[src/rtl/spi_axis_frame_sched.sv]
// Two-channel frame scheduler: pulls whole frames from two FWFT FIFOs and emits
// header + FRAME_LEN data beats on one AXI4-Stream master, round-robin per frame.
module spi_axis_frame_sched #(
    parameter int          DATA_WIDTH = 32,
    parameter int          KEEP_WIDTH = 1,
    parameter int          FRAME_LEN  = 512,
    parameter int          CNT_WIDTH  = 10,
    parameter int          LVL_WIDTH  = 11,
    parameter logic [7:0]  HDR_TAG    = 8'hA5
) (
    input  logic                  clk,
    input  logic                  rst_L,
    input  logic                  i_enable,
    input  logic [DATA_WIDTH-1:0] s0_data,
    input  logic [LVL_WIDTH-1:0]  s0_level,
    output logic                  o_s0_rd_en,
    input  logic [DATA_WIDTH-1:0] s1_data,
    input  logic [LVL_WIDTH-1:0]  s1_level,
    output logic                  o_s1_rd_en,
    input  logic                  m_axis_tready,
    output logic                  m_axis_tvalid,
    output logic [DATA_WIDTH-1:0] m_axis_tdata,
    output logic [KEEP_WIDTH-1:0] m_axis_tkeep,
    output logic                  m_axis_tlast,
    output logic                  o_grant,
    output logic                  o_busy,
    output logic [31:0]           o_frame_cnt
);

    typedef enum logic [1:0] {
        ST_IDLE,
        ST_HDR,
        ST_DATA
    } state_t;

    localparam logic [LVL_WIDTH-1:0] FRAME_LVL = LVL_WIDTH'(FRAME_LEN);
    localparam logic [CNT_WIDTH-1:0] LAST_BEAT = CNT_WIDTH'(FRAME_LEN - 1);

    state_t                state_q;
    logic                  tvalid_q;
    logic                  grant_q;
    logic                  rr_q;
    logic [15:0]           seq0_q;
    logic [15:0]           seq1_q;
    logic [CNT_WIDTH-1:0]  beat_q;
    logic [31:0]           frame_cnt_q;

    logic                  elig0;
    logic                  elig1;
    logic                  pick_valid;
    logic                  pick_ch;
    logic                  is_last;
    logic [15:0]           hdr_seq;
    logic [31:0]           hdr_word;

    // A channel may start only when its FIFO already holds the whole frame.
    assign elig0      = (s0_level >= FRAME_LVL);
    assign elig1      = (s1_level >= FRAME_LVL);
    assign pick_valid = elig0 | elig1;
    assign pick_ch    = (elig0 & elig1) ? ~rr_q : elig1;

    assign is_last  = (state_q == ST_DATA) && (beat_q == LAST_BEAT);
    assign hdr_seq  = grant_q ? seq1_q : seq0_q;
    assign hdr_word = {HDR_TAG, 7'd0, grant_q, hdr_seq};

    // NOTE: every output of a combinational block gets a default first so no latch is inferred.
    always_comb begin
        m_axis_tdata = '0;
        if (state_q == ST_DATA) begin
            m_axis_tdata = grant_q ? s1_data : s0_data;
        end else if (state_q == ST_HDR) begin
            m_axis_tdata = DATA_WIDTH'(hdr_word);
        end
    end

    // Pops follow tready directly so the FWFT head advances on each accepted beat.
    assign o_s0_rd_en    = (state_q == ST_DATA) && !grant_q && m_axis_tready;
    assign o_s1_rd_en    = (state_q == ST_DATA) &&  grant_q && m_axis_tready;
    assign m_axis_tvalid = tvalid_q;
    assign m_axis_tlast  = is_last;
    assign m_axis_tkeep  = '1;
    assign o_grant       = grant_q;
    assign o_busy        = (state_q != ST_IDLE);
    assign o_frame_cnt   = frame_cnt_q;

    // NOTE: sequential state uses non-blocking assignments so all registers update from pre-edge values.
    always_ff @(posedge clk or negedge rst_L) begin
        if (!rst_L) begin
            state_q     <= ST_IDLE;
            tvalid_q    <= 1'b0;
            grant_q     <= 1'b0;
            rr_q        <= 1'b1;
            seq0_q      <= '0;
            seq1_q      <= '0;
            beat_q      <= '0;
            frame_cnt_q <= '0;
        end else begin
            case (state_q)
                ST_IDLE: begin
                    if (i_enable && pick_valid) begin
                        grant_q  <= pick_ch;
                        tvalid_q <= 1'b1;
                        state_q  <= ST_HDR;
                        if (elig0 && elig1) begin
                            rr_q <= pick_ch;
                        end
                    end
                end
                ST_HDR: begin
                    if (m_axis_tready) begin
                        beat_q  <= '0;
                        state_q <= ST_DATA;
                    end
                end
                ST_DATA: begin
                    if (m_axis_tready) begin
                        beat_q <= beat_q + CNT_WIDTH'(1);
                        if (is_last) begin
                            if (grant_q) begin
                                seq1_q <= seq1_q + 16'd1;
                            end else begin
                                seq0_q <= seq0_q + 16'd1;
                            end
                            frame_cnt_q <= frame_cnt_q + 32'd1;
                            tvalid_q    <= 1'b0;
                            state_q     <= ST_IDLE;
                        end
                    end
                end
                default: begin
                    tvalid_q <= 1'b0;
                    state_q  <= ST_IDLE;
                end
            endcase
        end
    end

endmodule

[config.mk]
export PLATFORM = sky130hd
export DESIGN_NAME = spi_axis_frame_sched
export DESIGN_NICKNAME = d
export VERILOG_FILES = /design/src/rtl/spi_axis_frame_sched.sv
export SDC_FILE = /design/constraint.sdc
export NUM_CORES = 1
export LEC_CHECK = 0
export ABC_AREA = 1
export BUFFER_PORTS_ARGS = -buffer_cell sky130_fd_sc_hd__buf_2
export CAP_MARGIN = 30
export CORE_MARGIN = 3
export CORE_UTILIZATION = 47
export DETAILED_ROUTE_END_ITERATION = 10
export PLACE_DENSITY_LB_ADDON = 0.3
export SLEW_MARGIN = 20
export SYNTH_ARGS = -nofsm -noshare
export SYNTH_HDL_FRONTEND = slang
export SYNTH_SLANG_ARGS = --single-unit
[constraint.sdc]
create_clock -name clk -period 1.65 [get_ports clk]
set_input_delay 0.165 -clock clk [delete_from_list [all_inputs] [get_ports clk]]
set_output_delay 0.165 -clock clk [all_outputs]
set_load 0.02 [all_outputs]
==> flow_metrics.tcl <==
set metrics [dict create \
    finalCritPeriodShare_pct 110 \
    crit_fanout 15 \
    tritoncts "built" \
    grt_usage_pct 26.8 \
    via_count 5719 \
    final_design_area_no_fill_um2 7500 \
    areaGrowthSynthToFinish_pct 50.7 \
    dpl.cell_count 997 \
    outcome "finished, violations left" \
    syn_nets 794 \
    fin_crit_ns 1.82 \
    die_area_um2 11900 \
    setup_violations 84 \
    num_rows 36 \
    antenna_found_initial 0 \
    drv_slew 0 \
    switching_share_pct 38.0 \
    routabilityCongestion 0.861 \
    critPathKind "flip-flop to output pin" \
    io_pins 161 \
    reg2reg_slack_ns -0.14 \
    combinationalPowerShare_pct 48.6 \
    power_density_nw_per_um2 1040 \
    hp-class "primary input to flip-flop" \
    internal_power_mw 4.82 \
    rsz0062_at_grt "yes" \
    setup_tns_ns -6.14 \
    r2r-end "seq0_q[12]" \
    hold_viol_final 0 \
    holdPathEnd "rr_q" \
    num-nets-final 996 \
    clockBufferDepth 2 \
    endpoint_kind "output pin" \
    clk_latency_ns 0.36 \
    antennaDiodeCount 0 \
    initial_utilization_pct 49.5 \
    viasPerCell 5.50 \
    r2r-start "beat_q[1]" \
    dr.pass1.iters 8 \
    synth_top_cell_area_share_pct 39.2 \
    hp-start "i_enable" \
    grt_pass1_vias 5401 \
    netlist_top_cells_area "dfrtp_1, nand2_1, nor2_1" \
    skew_ns 0.0131 \
    yosysTopAreaCell "dfrtp_1" \
    leakagePower_nw 3.86 \
    die_width_um 109 \
    drtIter0Drc 485 \
    r2r_cells 9 \
    syn_area_um2 4980 \
    power_frac_seq_pct 27.6 \
    crit_path_start_kind "flip-flop" \
    p_sw_mw 2.95 \
    hpwlAfterDp_um 10900 \
    port_buffers 141 \
    fin_cells 1040 \
    htree_levels 3 \
    place_area_um2 6120 \
    clockRootBuffer "clkbuf_8" \
    numCtsBuffers 9 \
    crit_required_ns 1.48 \
    overflow 0 \
    vdd_drop_max_mv 0.927 \
    ant_nets 0 \
    ys_seq_area_share_pct 39.8 \
    cts.sinks 79 \
    fp.dieH_um 109 \
    routed_wl_um 16900 \
    maxCapViolCount 0 \
    synth_cell_types 36 \
    grt_max_degree 34 \
    yosys_warnings 0 \
    grt_pass1_wl_um 25200 \
    clkTransAtPathRegs_ns 0.08 \
    core_um2 10000 \
    crit_arrival_ns 1.65 \
    drive_gt1_share_pct 37.9 \
    route.detailed.drc 0 \
    p_clk_share_pct 23.8 \
    synth_cells 700 \
    setup_ws_ns -0.167 \
    violations "setup timing" \
    ys_ff_latch 79 \
    whs_path_depth 3 \
    drt-wirelength-per-cell_um 16.2 \
    fmax_mhz 550 \
    avgSynthCellArea_um2 7.11 \
]
Yosys cell counts, drive strengths merged:
| library cell | n |
|---|---|
| dfstp | 1 |
| a22o | 12 |
| buf | 14 |
| inv | 70 |
| and2 | 1 |
| and3 | 1 |
| a22oi | 16 |
| nor2 | 92 |
| nand2 | 226 |
| xor2 | 22 |
| o21ai | 36 |
| or2 | 2 |
| nand4 | 29 |
| ha | 4 |
| nand3 | 37 |
| clkinv | 2 |
| dfrtp | 78 |
| xnor2 | 12 |
| o21bai | 1 |
| o211ai | 1 |
| nand3b | 6 |
| conb | 1 |
| a21oi | 17 |
| clkbuf | 4 |
| nor3 | 15 |
critical path, cell delays in order, from the launching register on:
cell and delay [ns]:
dfrtp_2 0.46, inv_4 0.10, nand2_4 0.08, buf_12 0.16
a21oi_1 0.14, o21ai_1 0.13, nand2_1 0.10, buf_4 0.14
metrics by stage:
step	hold WS, ns	util [%]	total power, mW	worst slack, ns
finish	0.139	74.6	7.78	-0.167
floorplan	-0.131	-	3.73	0.0203
detailed placement	0.148	60.9	4.77	-0.0595
global placement	0.150	60.9	4.72	0.0292
CTS	0.100	69.3	7.43	-0.127
global route	0.174	74.6	8.11	-0.252
area by class of cell:
type                       instances  area [um2]
fill                             703        2550
sequential                        79        1980
clock buffer                      11         151
clock inverter                     5         104
inverter                          72         275
timing repair buffer             209        1640
tap                              133         166
multi-input combinational        531        3180
worst max-delay path by stage:
stage	startpoint	endpoint	slack (ns)	cells past startpoint
6_report	state_q[1]	m_axis_tdata[9]	-0.17	7
5_1_grt	beat_q[0]	seq0_q[10]	-0.25	10
4_1_cts	state_q[1]	m_axis_tdata[10]	-0.13	6
3_5_place_dp	o_frame_cnt[0]	o_frame_cnt[26]	-0.06	8
3_3_place_gp	beat_q[0]	seq0_q[12]	0.03	8
2_1_floorplan	o_grant	m_axis_tdata[16]	0.02	6
cells by family (layout without fill, tap and decap cells):
group / after synthesis / after routing / synth area share (%)
flops: 79 / 79 / 39.8
xor+xnor: 34 / 34 / 5.98
fa+ha+maj: 4 / 4 / 1.01
compound gates: 83 / 83 / 10.2
buf+inv: 90 / 297 / 7.42
other cells: 1 / 1 / 0.0754
simple gates: 409 / 409 / 35.6
layer usage:
| metal | vias to the layer above | track usage (%) | wire length, um |
|---|---|---|---|
| li1 | 2673 | - | - |
| met4 | 0 | 12.3 | 712 |
| met3 | 58 | 3.26 | 1230 |
| met5 | - | 0 | 0 |
| met2 | 290 | 46.8 | 8580 |
| met1 | 2698 | 33.0 | 6360 |
timing repair:
item	CTS	global route
hold buffers	1	0
setup buffers	13	9
gates cloned	4	1
gates resized for setup	110	134
endpoints found under the setup margin	60	97
hold endpoints to repair	30	0
pin swaps	14	40
state kept, by name, indices dropped and copies added (netlist names):
register	cells
beat_q	10
seq0_q	16
o_grant	1
rr_q	1
m_axis_tvalid	1
o_frame_cnt	32
state_q	2
seq1_q	16
power by group through the flow:
| stage | combinational (mW) | clock [mW] | sequential (mW) |
|---|---|---|---|
| floorplan | 1.56 | 0 | 2.18 |
| global placement | 2.55 | 0 | 2.17 |
| detailed placement | 2.59 | 0 | 2.18 |
| CTS | 3.44 | 1.85 | 2.14 |
| global route | 4.01 | 1.93 | 2.16 |
| finish | 3.78 | 1.85 | 2.15 |
layout by cell type (no fill, tap or decap), types with 22 or more instances in the layout:
master / Yosys / layout
nor2_1: 79 / 58
buf_6: 2 / 37
nand3_1: 36 / 25
nand2_1: 223 / 187
dfrtp_1: 78 / 75
buf_4: 2 / 52
buf_2: 7 / 106
nand4_1: 28 / 28
inv_1: 68 / 67
xor2_1: 22 / 22
(Power assumes the default switching activity.)
